`src/rtl/rss_pipe_if.sv`:
```
// ============================================================================
// Module  : rss_pipe_if
// Brief   : Operand/result handshake bundle for the rss_pipe right shifter.
// Revision: 1.0
// ============================================================================
`default_nettype none

interface rss_pipe_if #(
  parameter int WIDTH       = 32,
  parameter int SHIFT_WIDTH = $clog2(WIDTH) + 1
);
  logic                   in_valid;
  logic                   in_ready;
  logic [WIDTH-1:0]       in_data;
  logic [SHIFT_WIDTH-1:0] in_shamt;
  logic                   in_arith;
  logic                   out_valid;
  logic                   out_ready;
  logic [WIDTH-1:0]       out_data;
  logic                   out_sticky;

  modport slave (
    input  in_valid, in_data, in_shamt, in_arith, out_ready,
    output in_ready, out_valid, out_data, out_sticky
  );

  modport master (
    output in_valid, in_data, in_shamt, in_arith, out_ready,
    input  in_ready, out_valid, out_data, out_sticky
  );
endinterface

`default_nettype wire

```
`src/rtl/rss_pipe.sv`:
```
// ============================================================================
// Module  : rss_pipe
// Brief   : Pipelined right shifter with sticky collection and arith fill.
// Revision: 1.0
// ============================================================================
`default_nettype none

module rss_pipe #(
  parameter int WIDTH       = 32,
  parameter int SHIFT_WIDTH = $clog2(WIDTH) + 1,
  parameter int STAGES      = 2
) (
  input  logic      clk,
  input  logic      rst,
  rss_pipe_if.slave bus
);

  localparam int               c_FULL_LVL = $clog2(WIDTH);
  localparam logic [WIDTH-1:0] c_ONES     = {WIDTH{1'b1}};

  function automatic int stage_of(input int k);
    return (k * STAGES) / SHIFT_WIDTH;
  endfunction

  function automatic int last_level(input int s);
    int r;
    r = 0;
    for (int k = 0; k < SHIFT_WIDTH; k++) begin
      if (stage_of(k) == s) r = k;
    end
    return r;
  endfunction

  logic [STAGES-1:0]      w_stg_valid;
  logic [STAGES-1:0]      w_stg_sticky;
  logic [STAGES-1:0]      w_stg_fill;
  logic [STAGES-1:0]      w_src_fill;
  logic [STAGES-1:0]      w_rdy;
  logic [WIDTH-1:0]       w_stg_data [STAGES];
  logic [SHIFT_WIDTH-1:0] w_stg_amt  [STAGES];
  logic [SHIFT_WIDTH-1:0] w_src_amt  [STAGES];
  logic                   w_unused_tail;

  // A stage can take new contents if it, or any stage after it, has a hole.
  for (genvar s = 0; s < STAGES; s++) begin : g_rdy
    assign w_rdy[s] = bus.out_ready || !(&w_stg_valid[STAGES-1:s]);
  end

  for (genvar k = 0; k < SHIFT_WIDTH; k++) begin : g_lvl
    localparam int c_STG = stage_of(k);
    logic [WIDTH-1:0]       din;
    logic [WIDTH-1:0]       dout;
    logic                   sin;
    logic                   sout;
    logic                   fill;
    logic [SHIFT_WIDTH-1:0] amt;

    assign fill = w_src_fill[c_STG];
    assign amt  = w_src_amt[c_STG];

    if (k == 0) begin : g_src_port
      assign din = bus.in_data;
      assign sin = 1'b0;
    end else if (stage_of(k - 1) != c_STG) begin : g_src_reg
      assign din = w_stg_data[c_STG-1];
      assign sin = w_stg_sticky[c_STG-1];
    end else begin : g_src_lvl
      assign din = g_lvl[k-1].dout;
      assign sin = g_lvl[k-1].sout;
    end

    if (k >= c_FULL_LVL) begin : g_full
      assign dout = amt[k] ? {WIDTH{fill}} : din;
      assign sout = sin | (amt[k] & (|din));
    end else begin : g_part
      localparam int               c_SH  = 1 << k;
      localparam logic [WIDTH-1:0] c_LOW = c_ONES >> (WIDTH - c_SH);
      localparam logic [WIDTH-1:0] c_TOP = ~(c_ONES >> c_SH);
      assign dout = amt[k] ? ((din >> c_SH) | ({WIDTH{fill}} & c_TOP)) : din;
      assign sout = sin | (amt[k] & (|(din & c_LOW)));
    end
  end

  for (genvar s = 0; s < STAGES; s++) begin : g_stage
    localparam int c_LAST = last_level(s);
    logic                   up_valid;
    logic                   valid_q;
    logic                   sticky_q;
    logic                   fill_q;
    logic [WIDTH-1:0]       data_q;
    logic [SHIFT_WIDTH-1:0] amt_q;
    logic [WIDTH-1:0]       data_d;
    logic                   sticky_d;

    if (s == 0) begin : g_head
      assign up_valid     = bus.in_valid;
      assign w_src_fill[s] = bus.in_arith & bus.in_data[WIDTH-1];
      assign w_src_amt[s]  = bus.in_shamt;
    end else begin : g_body
      assign up_valid     = w_stg_valid[s-1];
      assign w_src_fill[s] = w_stg_fill[s-1];
      assign w_src_amt[s]  = w_stg_amt[s-1];
    end

    assign data_d   = g_lvl[c_LAST].dout;
    assign sticky_d = g_lvl[c_LAST].sout;

    always_ff @(posedge clk or posedge rst) begin
      if (rst) begin
        valid_q  <= 1'b0;
        data_q   <= '0;
        sticky_q <= 1'b0;
        fill_q   <= 1'b0;
        amt_q    <= '0;
      end else if (w_rdy[s]) begin
        valid_q <= up_valid;
        if (up_valid) begin
          data_q   <= data_d;
          sticky_q <= sticky_d;
          fill_q   <= w_src_fill[s];
          amt_q    <= w_src_amt[s];
        end
      end
    end

    assign w_stg_valid[s]  = valid_q;
    assign w_stg_data[s]   = data_q;
    assign w_stg_sticky[s] = sticky_q;
    assign w_stg_fill[s]   = fill_q;
    assign w_stg_amt[s]    = amt_q;
  end

  // The final stage's fill and shift amount have no consumer downstream.
  assign w_unused_tail = w_stg_fill[STAGES-1] ^ (^w_stg_amt[STAGES-1]);

  assign bus.in_ready   = !rst && w_rdy[0];
  assign bus.out_valid  = w_stg_valid[STAGES-1];
  assign bus.out_sticky = w_stg_sticky[STAGES-1];
  assign bus.out_data   = {w_stg_data[STAGES-1][WIDTH-1:1],
                           w_stg_data[STAGES-1][0] | w_stg_sticky[STAGES-1]};

endmodule

`default_nettype wire

```
`src/flat_wrapper.sv`:
```
// flat-port wrapper written by rule: the top's interface ports become plain ports
module rss_pipe_flat 
#(
  parameter int WIDTH       = 32,
  parameter int SHIFT_WIDTH = $clog2(WIDTH) + 1,
  parameter int STAGES      = 2
)
  (clk, rst, bus_in_valid, bus_in_data, bus_in_shamt, bus_in_arith, bus_out_ready, bus_in_ready, bus_out_valid, bus_out_data, bus_out_sticky);
  rss_pipe_if #(.WIDTH(WIDTH), .SHIFT_WIDTH(SHIFT_WIDTH)) bus_i ();
  input  logic clk;
  input  logic rst;
  input wire logic [$bits(bus_i.in_valid)-1:0] bus_in_valid;
  input wire logic [$bits(bus_i.in_data)-1:0] bus_in_data;
  input wire logic [$bits(bus_i.in_shamt)-1:0] bus_in_shamt;
  input wire logic [$bits(bus_i.in_arith)-1:0] bus_in_arith;
  input wire logic [$bits(bus_i.out_ready)-1:0] bus_out_ready;
  output wire logic [$bits(bus_i.in_ready)-1:0] bus_in_ready;
  output wire logic [$bits(bus_i.out_valid)-1:0] bus_out_valid;
  output wire logic [$bits(bus_i.out_data)-1:0] bus_out_data;
  output wire logic [$bits(bus_i.out_sticky)-1:0] bus_out_sticky;
  assign bus_i.in_valid = bus_in_valid;
  assign bus_i.in_data = bus_in_data;
  assign bus_i.in_shamt = bus_in_shamt;
  assign bus_i.in_arith = bus_in_arith;
  assign bus_i.out_ready = bus_out_ready;
  assign bus_in_ready = bus_i.in_ready;
  assign bus_out_valid = bus_i.out_valid;
  assign bus_out_data = bus_i.out_data;
  assign bus_out_sticky = bus_i.out_sticky;
  rss_pipe #(.WIDTH(WIDTH), .SHIFT_WIDTH(SHIFT_WIDTH), .STAGES(STAGES)) u_core (.clk(clk), .rst(rst), .bus(bus_i));
endmodule
```
`config.mk`:
```
export PLATFORM = sky130hd
export DESIGN_NAME = rss_pipe_flat
export DESIGN_NICKNAME = d
export VERILOG_FILES = /design/src/rtl/rss_pipe_if.sv /design/src/rtl/rss_pipe.sv /design/src/flat_wrapper.sv
export SDC_FILE = /design/constraint.sdc
export NUM_CORES = 1
export LEC_CHECK = 0
export ABC_AREA = 0
export CAP_MARGIN = 15
export CORE_AREA = 2 2 98 100
export CTS_CLUSTER_DIAMETER = 60
export DETAILED_ROUTE_END_ITERATION = 10
export DIE_AREA = 0 0 100 102
export PLACE_DENSITY = 0.79
export SLEW_MARGIN = 20
export SYNTH_ARGS = -nofsm -noshare
export SYNTH_HDL_FRONTEND = slang
export SYNTH_SLANG_ARGS = --single-unit
export TNS_END_PERCENT = 10
```
`constraint.sdc`:
```
create_clock -name clk -period 2.8 [get_ports clk]
set_input_delay 0.56 -clock clk [delete_from_list [all_inputs] [get_ports clk]]
set_output_delay 0.56 -clock clk [all_outputs]
set_load 0.05 [all_outputs]
```
==> results.md, run 1 <==
* Classification of the worst setup path: reg -> reg
* Resized cells post-CTS at 0
* Area share of the largest cell type after synthesis at 36.5%
* # hold bufs at CTS at 0
* # port buffers at 77
* Total grt overflow at 0
* Total design power at 4.03 mW
* Fin Setup TNS at 0 ns
* Yosys warns at 0
* Pre-antenna DRT Iters at 5
* Leading area contributor after synthesis: dfrtp_1
* Synthesized area at 4930 sq um
* Max cap viols at 0
* Initial DRC count at 189
* Synthesis-to-finish area growth at 17.6%
* Die Wd at 100 um
* TritonCTS clock tree: done
* CP max stage cell: mux4_1
* GR Util met3 at 4.24%
* CTS clk-pin slew, worst paths at 0.08 ns
* GR Util met2 at 36.7%
* Min Hold Slack at 0.479 ns
* Gr busiest metal: met2
* Syn Inst Count at 466
* Synth top cells by count: dfrtp_1 (72), o21ai_0 (44), nand2_1 (43)
* Unique cell type count in the Yosys netlist at 40
* # clock sinks at 72
* Tcrit/Tclk final at 84.7%
* Core area at 9110 sq um
* GP Congestion at 0.906
* Layout Nets at 543
* Synth Register Bits at 72
* Grt met1 use at 29.3%
* Placement Rows at 35
* Largest net degree at the start of global routing at 68
* Die H at 102 um
* Clk_lat worst skew at 0.35 ns
* Final wirelength at 10800 um
* Post-route ant nets at 0
* Drt wl/cell at 17.5 um
* Number of CTS-inserted buffers at 9
* Critical Path End Type: register
* Vias per std cell at 6.06
* First-pass GRT wire length at 17500 um
* Final setup violation count at 0
* Leak Pwr at 2.41 nW
* Worst Path Arrival at 2.58 ns
* Max incr delay on CP at 0.60 ns
* Rel. slew slack at 53.7%
* Die ar. at 10200 sq um
* Synth area leaders: dfrtp_1 (37%), mux4_2 (12%), mux2i_1 (8.5%)
* ANT cells at 0
* RSZ-0062 raised after global routing: no
* Worst EP required at 3.00 ns
* Number of remaining DRC errors at 0
* Ports at 78
* Syn avg cell area at 10.6 sq um
* Clock Skews at 0.0131 ns
* Fraction of layout cells with a size suffix above 1 at 16.0%
* Max Root-Sink Buffers at 2
* VDD IR max at 0.299 mV
* # Post-CTS Setup Buffers at 0
* Crit path cell chain: buf_4, mux4_1, nor4_2, nand4_1, o41ai_1, a31oi_1
* Gr usage total at 21.8%
* Syn nets at 509
* Crit-path max FO at 6
* Top-count cell post-synth: dfrtp_1
* Vias in the first global route at 3542
* Main flop type after synthesis: dfrtp_1
* HPWL after DPL at 8210 um
* Worst setup SP type: register
* Root buf cell: clkbuf_8
* Number of synthesized flops with an enable pin at 0
* Final Hold Vio Count at 0
* Max-slew violations at 0
* Initial antenna violation count at 0
* Vias at 3734
* Starting Density at 54.2%
* Hold/Removal Path Class: reg -> reg
* H-tree level count at 3
* Power density cells at 694 nW/um^2
* Post-synth ARST share at 100%
* Status: finished clean
* Seq/Total Area, Yosys at 36.5%
* F_max at 421 MHz
* Slew at the pin closest to its max-slew limit at 0.694 ns
* Final min period at 2.37 ns
layout make-up:
cell class / count / area [sq um]
clock buffers: 10 / 138
inverters: 5 / 18.8
flip-flops and latches: 72 / 1800
multi-input cells: 322 / 2720
fillers: 753 / 3310
repair buffers: 90 / 898
well taps: 111 / 139
clock inverters: 6 / 90.1
state kept, by name (all words and copies together), names as in the netlist:
signal and cells:
u_core.bus.out_sticky 1, u_core.bus.out_valid 1, u_core.g_lvl.amt 3, u_core.g_lvl.din 32, u_core.g_lvl.fill 1, u_core.g_lvl.sin 1
u_core.g_stage.data_q 32, u_core.g_stage.valid_q 1
power by group:
| part | internal, mW | total, mW | switching, mW |
|---|---|---|---|
| Sequential | 1.25 | 1.49 | 0.240 |
| Clock | 0.530 | 0.928 | 0.398 |
| Combinational | 0.690 | 1.61 | 0.915 |
| Total | 2.48 | 4.03 | 1.55 |
cell usage in the layout, fill, tap and decap left out, drive strengths merged, types with 7 or more instances in the layout:
cell type      Yosys  layout
nor4               7       7
nor3               7       7
mux4              38      38
a21oi             25      25
o21ai             44      44
dfrtp             72      72
clkdlybuf4s50      0      75
a31oi             14      14
nand2             43      43
inv                5       7
mux2              20      20
nand2b            13      13
mux2i             42      42
nor2              27      27
clkbuf            22      10
buf               45      15
cells by family after synthesis:
kind of cell / Yosys count / share of synthesized area [%]
and+or+nand+nor: 114 / 11.0
muxes: 100 / 31.3
AOI/OAI and AO/OA: 108 / 12.8
DFF: 72 / 36.5
buffers and inverters: 72 / 8.39
worst paths after layout:
path                                                           from                                        to  slack [ns]  cells past startpoint
max                              u_core.g_lvl[3].amt[3]$_DFFE_PP0P_         u_core.bus.out_sticky$_DFFE_PP0P_        0.43                      6
min                        u_core.g_stage[1].data_q[30]$_DFFE_PP0P_  u_core.g_stage[1].data_q[30]$_DFFE_PP0P_        0.48                      2
max reg2reg                      u_core.g_lvl[3].amt[3]$_DFFE_PP0P_         u_core.bus.out_sticky$_DFFE_PP0P_        0.43                      6
min reg2reg                u_core.g_stage[1].data_q[30]$_DFFE_PP0P_  u_core.g_stage[1].data_q[30]$_DFFE_PP0P_        0.48                      2
max in group asynchronous                                       rst  u_core.g_stage[1].data_q[20]$_DFFE_PP0P_        1.47                      3
min in group asynchronous                                       rst  u_core.g_stage[1].data_q[28]$_DFFE_PP0P_        0.67                      2
layer usage:
metal / wire (um) / vias to the layer above
met5: 0 / -
met4: 245 / 0
met3: 688 / 21
met2: 5090 / 162
met1: 4760 / 1781
li1: - / 1770
worst max-delay path, delay by kind of cell, from the launching register on:
family	cells	cell delay (ns)
buffers and inverters	1	0.21
multiplexers	1	0.60
AO/OA/AOI/OAI	2	0.51
flip-flops	1	0.49
AND/OR/NAND/NOR	2	0.41
stage by stage:
stage / setup WS, ns / utilization, % / instance area, sq um / instances
detailed placement: 0.416 / 61.2 / 5580 / 600
global route: 0.291 / 63.7 / 5800 / 616
finish: 0.427 / 63.7 / 5800 / 616
global placement: 0.462 / 61.2 / 5580 / 600
CTS: 0.427 / 63.7 / 5800 / 616
floorplan: 0.415 / - / 4930 / 466
No activity file was read; power rests on OpenSTA's default activity.
==> run 2, diff against run 1 <==
CORE_AREA = 2 2 104 106   (was 2 2 98 100)
DIE_AREA = 0 0 106 108   (was 0 0 100 102)
PLACE_DENSITY = 0.74   (was 0.79)
clock period = 2.15 ns   (was 2.8 ns; I/O delays follow)
==> results.md, run 2 (synthesis gave the netlist of run 1 again) <==
* Status: finished clean
* Initial DRC count at 265
* Placed insts at 649
* Clock Skews at 0.00828 ns
* ANT cells at 0
* HPWL after DPL at 9030 um
* Fraction of layout cells with a size suffix above 1 at 21.7%
* Number of CTS-inserted buffers at 9
* Filler instances at 865
* Classification of the worst setup path: reg -> reg
* Hold/Removal Path Class: reg -> reg
* Fin cells at 667
* TritonCTS clock tree: done
* Final wirelength at 11700 um
* Tcrit/Tclk final at 97.4%
* GP Congestion at 0.945
* Die H at 108 um
* VDD IR max at 0.475 mV
* Die ar. at 11400 sq um
* Ports at 78
* Most common cell after layout, fill and taps aside: clkdlybuf4s50_1
* Rel. slew slack at 65.5%
* Worst setup SP type: register
* Worst Path Arrival at 2.31 ns
* # port buffers at 77
* Crit-path max FO at 11
* Gr usage total at 21.2%
* F_max at 477 MHz
* Flip-flop and latch area at 1800 sq um
* Total design power at 5.32 mW
* Leak Pwr at 2.52 nW
* # clock sinks at 72
* Root buf cell: clkbuf_8
* Total grt overflow at 0
* Vias at 3934
* Die Wd at 106 um
* Vias in the first global route at 3658
* Starting Density at 48.2%
* Final Cell Area at 6070 sq um
* CTS clk-pin slew, worst paths at 0.07 ns
* Post-route ant nets at 0
* Placement Rows at 37
* Final setup violation count at 0
* Layout Nets at 569
* Dpl ws at -0.0321 ns
* Max Root-Sink Buffers at 2
* Most frequent cells in the layout: clkdlybuf4s50_1 (74), dfrtp_1 (70), o21ai_0 (44), nand2_1 (43), mux2i_1 (42)
* Synthesis-to-finish area growth at 23.0%
* Vias per std cell at 5.90
* H-tree level count at 3
* Max-slew violations at 0
* Pre-antenna DRT Iters at 4
* Max cap viols at 0
* Drt wl/cell at 17.5 um
* Final Hold Vio Count at 0
* Min setup slack post-route at 0.0555 ns
* Final min period at 2.09 ns
* Min Hold Slack at 0.491 ns
* Number of remaining DRC errors at 0
* Placed inst area at 5840 sq um
* Power density cells at 877 nW/um^2
* Slew at the pin closest to its max-slew limit at 0.516 ns
* Largest net degree at the start of global routing at 73
* First-pass GRT wire length at 19000 um
* Clk_lat worst skew at 0.35 ns
* Worst EP required at 2.37 ns
* Multi-input logic area at 2710 sq um
* Initial antenna violation count at 0
* Critical Path End Type: register
* Core area at 10200 sq um
run 2: routing by layer:
layer / track usage, % / part of all wire, % / vias up
li1: - / - / 1833
met1: 28.7 / 45 / 1892
met2: 34.2 / 46 / 169
met3: 2.95 / 5.6 / 40
met4: 9.30 / 3.6 / 0
met5: 0 / 0 / -
run 2: critical path, cell delays in order, from the launching register on:
cell and delay [ns]:
dfrtp_2 0.40, buf_12 0.15, mux4_2 0.54, nor4_2 0.26, nand4_1 0.13, o41ai_2 0.35, a31oi_1 0.13
run 2: path summary, 6_finish.rpt:
| check | start | to | slack [ns] | cells past startpoint |
|---|---|---|---|---|
| setup reg to reg | u_core.g_lvl[3].amt[3]$_DFFE_PP0P_ | u_core.bus.out_sticky$_DFFE_PP0P_ | 0.06 | 6 |
| min in group asynchronous | rst | u_core.bus.out_valid$_DFFE_PP0N_ | 0.55 | 3 |
| hold reg to reg | u_core.g_stage[1].data_q[29]$_DFFE_PP0P_ | u_core.g_stage[1].data_q[29]$_DFFE_PP0P_ | 0.49 | 2 |
| hold / removal | u_core.g_stage[1].data_q[29]$_DFFE_PP0P_ | u_core.g_stage[1].data_q[29]$_DFFE_PP0P_ | 0.49 | 2 |
| setup / recovery | u_core.g_lvl[3].amt[3]$_DFFE_PP0P_ | u_core.bus.out_sticky$_DFFE_PP0P_ | 0.06 | 6 |
| max in group asynchronous | rst | u_core.g_lvl[3].amt[3]$_DFFE_PP0P_ | 1.28 | 3 |
run 2: metrics by stage:
stage          TNS (ns)  util (%)
4_1_cts               0      58.9
2_1_floorplan         0         -
3_5_place_dp    -0.0541      57.1
3_3_place_gp          0      57.1
5_1_grt        -0.00565      59.3
6_report              0      59.3
run 2: report_power, final:
part | internal (mW) | switching, mW
sequential | 1.64 | 0.250
clock | 0.594 | 0.506
combinational | 1.02 | 1.32
run 2: repair_timing:
item / 4_1_cts / 5_1_grt
resized for setup: 5 / 4
setup endpoints to repair: 2 / 1
setup buffers: 0 / 1
hold buffers: 0 / 0
cloned: 0 / 1
pin swaps: 0 / 1
run 2: layout make-up:
type,instances,share of cell area [%]
timing repair buffer,116,19.1
tap,136,2.80
multi-input combinational,322,44.6
clock inverter,5,0.907
inverter,5,0.371
sequential,72,29.7
clock buffer,11,2.49
==> patch: new RTL, config.mk and constraints of run 1 <==
Make the reset (`rst`) synchronous in one clocked block.
--- a/src/rtl/rss_pipe.sv
+++ b/src/rtl/rss_pipe.sv
@@ -107,3 +107,3 @@
 
-    always_ff @(posedge clk or posedge rst) begin
+    always_ff @(posedge clk) begin
       if (rst) begin
Formal check against the unedited RTL: differs if rst is asserted again (counterexample within 4 cycles, from zero or initial values and one cycle with rst high); with rst held inactive, the same outputs for 4 cycles.
==> patch against run 1 <==
Area after synthesis decreased by 4.8%. Final cell count grew 4.1%. Clock skew fell by 0.0063 ns. Non-clock buffer count up 2. Clock power fell by 22%. Total power fell by 32%. Global-route usage rose by 3.0 points. Synthesized cell count is 7.3% higher. Sequential cell count did not move. Maximum frequency down 6.1%. Routed wire length grew 14%. Worst setup slack got worse by 0.15 ns. Design area decreased by 5.0%. Critical endpoint is now u_core.bus.out_sticky.
==> patch: results (changes against run 1) <==
Critical path:
- The biggest fanout along the worst timing path was 16 (+10).
- The arrival time of data at the critical path endpoint was 2.76 ns (+0.18 ns).
- The minimum setup slack among reg-to-reg paths was 0.27 ns (-0.15 ns).
- In this run the critical register-to-register path is captured at u_core.bus.out_sticky.
- The beginning of the worst register-to-register path is u_core.g_lvl[3].amt[3].

Synth:
- The commonest register cell after synthesis is sky130_fd_sc_hd__dfxtp_1.
- The XOR/XNOR share of the synthesized area is 0 (unchanged).
- The post-synthesis mux area share is 0.279 (-0.0342).
- The compound-gate portion of the synthesized area was 0.164 (+0.0366).
- The post-synthesis async set-or-reset flop share is 0 (-1.00).
- The part of the Yosys area used for sequential elements came to 0.307 (-0.0582).
- Sorting the synthesized cells by area gives the leading types as sky130_fd_sc_hd__dfxtp_1, sky130_fd_sc_hd__mux4_2, sky130_fd_sc_hd__mux2i_1, sky130_fd_sc_hd__nor2_1, sky130_fd_sc_hd__a211oi_1.
- The count of unique library cells instantiated by Yosys is 43 (+7.5%).
- The net count after synthesis is 543 (+6.7%).
- Sorting the synthesized cells by how often they occur yields sky130_fd_sc_hd__nor2_1, sky130_fd_sc_hd__dfxtp_1, sky130_fd_sc_hd__mux4_2, sky130_fd_sc_hd__a211oi_1, sky130_fd_sc_hd__mux2i_1.
- The synthesized netlist cell count is 500 (+7.3%).
- The Yosys warning count is 0 (unchanged).

Layout:
- The number of diodes added for antenna fixing is 0 (unchanged).
- The fraction of layout instances using a drive strength above 1 is 0.162 (+0.00187).
- The number of nets at the end of the flow is 569 (+4.8%).

Timing:
- The worst setup skew after layout was 0.00682 ns (-0.00628 ns).
- The final-layout worst hold slack is 0.458 ns (-0.0208 ns).
- The slew at the pin closest to its max-slew limit was 0.775 ns (+0.0814 ns).

Detailed routing:
- The post-detailed-route wirelength per cell came to 19.2 µm (+9.4%).
- The iteration count of the initial detailed-routing pass is 4 (-1).
- The wire length after detailed routing is 12300 µm (+14%).
- The number of DRC markers after the initial detailed-route iteration was 223 (+18%).
- The mean number of vias per cell is 6.17 (+1.8%).

Pwr:
- The leakage power of the design was 2.01 nW (-17%).

Min path:
- The hold path startpoint is u_core.g_stage[1].data_q[22].
- The worst min-delay path class is reg -> reg.
- The hold path endpoint is u_core.g_stage[1].data_q[22].

GRT:
- The initial antenna violation count was 0 (unchanged).
- The global routing usage summed across all routing layers is 0.248 (+0.0300).
- The pin count of the biggest net entering global routing was 73 (+7.4%).
- The wire length of the first global-routing pass is 19500 µm (+11%).

Placement:
- The final weighted congestion in routability-driven placement was 1.02 (+13%).
- The post-placement cell count is 626 (+4.3%).
- The estimated wirelength of the detail-placed design is 9390 µm (+14%).
- The cell area after placement is 5340 µm² (-4.2%).
- The worst slack at placement came to 0.246 ns (-0.170 ns).

Run status:
- The flow ran to the end, and the final reports show no timing, DRC or antenna violations.
==> patch: cell types whose count changed after synthesis, moves of 13 or more <==
cell | before | now
sky130_fd_sc_hd__nor2b_1 | 4 | 19
sky130_fd_sc_hd__nand2_1 | 43 | 23
sky130_fd_sc_hd__o21ai_0 | 44 | 5
sky130_fd_sc_hd__a211oi_1 | 2 | 35
sky130_fd_sc_hd__dfrtp_1 | 72 | 0
sky130_fd_sc_hd__dfxtp_1 | 0 | 72
sky130_fd_sc_hd__mux4_2 | 26 | 39
sky130_fd_sc_hd__nor2_1 | 27 | 74
sky130_fd_sc_hd__o22ai_1 | 0 | 17
==> patch: metal layers <==
metal,vias to the layer above,track usage,part of all wire
li1,1904,-,-
met2,149,0.428,0.50
met1,1874,0.310,0.42
met4,0,0.106,0.027
met3,29,0.0404,0.050
met5,-,0,0
==> patch: critical path: stages (launching register included) <==
cell,delay (ns)
sky130_fd_sc_hd__dfxtp_1,0.83
sky130_fd_sc_hd__buf_4,0.34
sky130_fd_sc_hd__mux4_2,0.53
sky130_fd_sc_hd__nor2_1,0.13
sky130_fd_sc_hd__nand4_1,0.13
sky130_fd_sc_hd__o41ai_2,0.33
sky130_fd_sc_hd__a31oi_1,0.12
==> patch: how the worst max path moves through the flow <==
stage	start	to	slack (ns)	cells after the start
global route	u_core.g_lvl[3].amt[3]	u_core.bus.out_sticky	0.03	6
finish	u_core.g_lvl[3].amt[3]	u_core.bus.out_sticky	0.27	6
CTS	u_core.g_lvl[3].amt[3]	u_core.bus.out_sticky	0.24	6
detailed placement	u_core.g_lvl[3].amt[3]	u_core.bus.out_sticky	0.25	6
global placement	u_core.g_lvl[3].amt[3]	u_core.bus.out_sticky	0.32	6
floorplan	rst	bus_in_ready	0.63	3
==> patch: cells by family (layout without fill, tap and decap cells) <==
kind of cell,Yosys count,after routing
AND/OR/NAND/NOR,157,157
AO/OA/AOI/OAI,110,110
flip-flops,72,72
buffers and inverters,80,110
multiplexers,81,81
==> patch: power groups by stage <==
stage / Sequential (mW) / Clock (mW) / Combinational [mW]
CTS: 1.19 / 0.736 / 0.805
floorplan: 1.17 / 0 / 0.603
global route: 1.20 / 0.778 / 0.864
detailed placement: 1.22 / 0 / 0.802
global placement: 1.21 / 0 / 0.783
finish: 1.20 / 0.722 / 0.806
==> patch: layout make-up <==
class                           count  area (µm²)
Timing Repair Buffer               92         921
Clock buffer                       11         151
Multi-Input combinational cell    348        2830
Fill cell                         820        3600
Tap cell                          111         139
Inverter                            3        11.3
Sequential cell                    72        1440
Clock inverter                      4        20.0
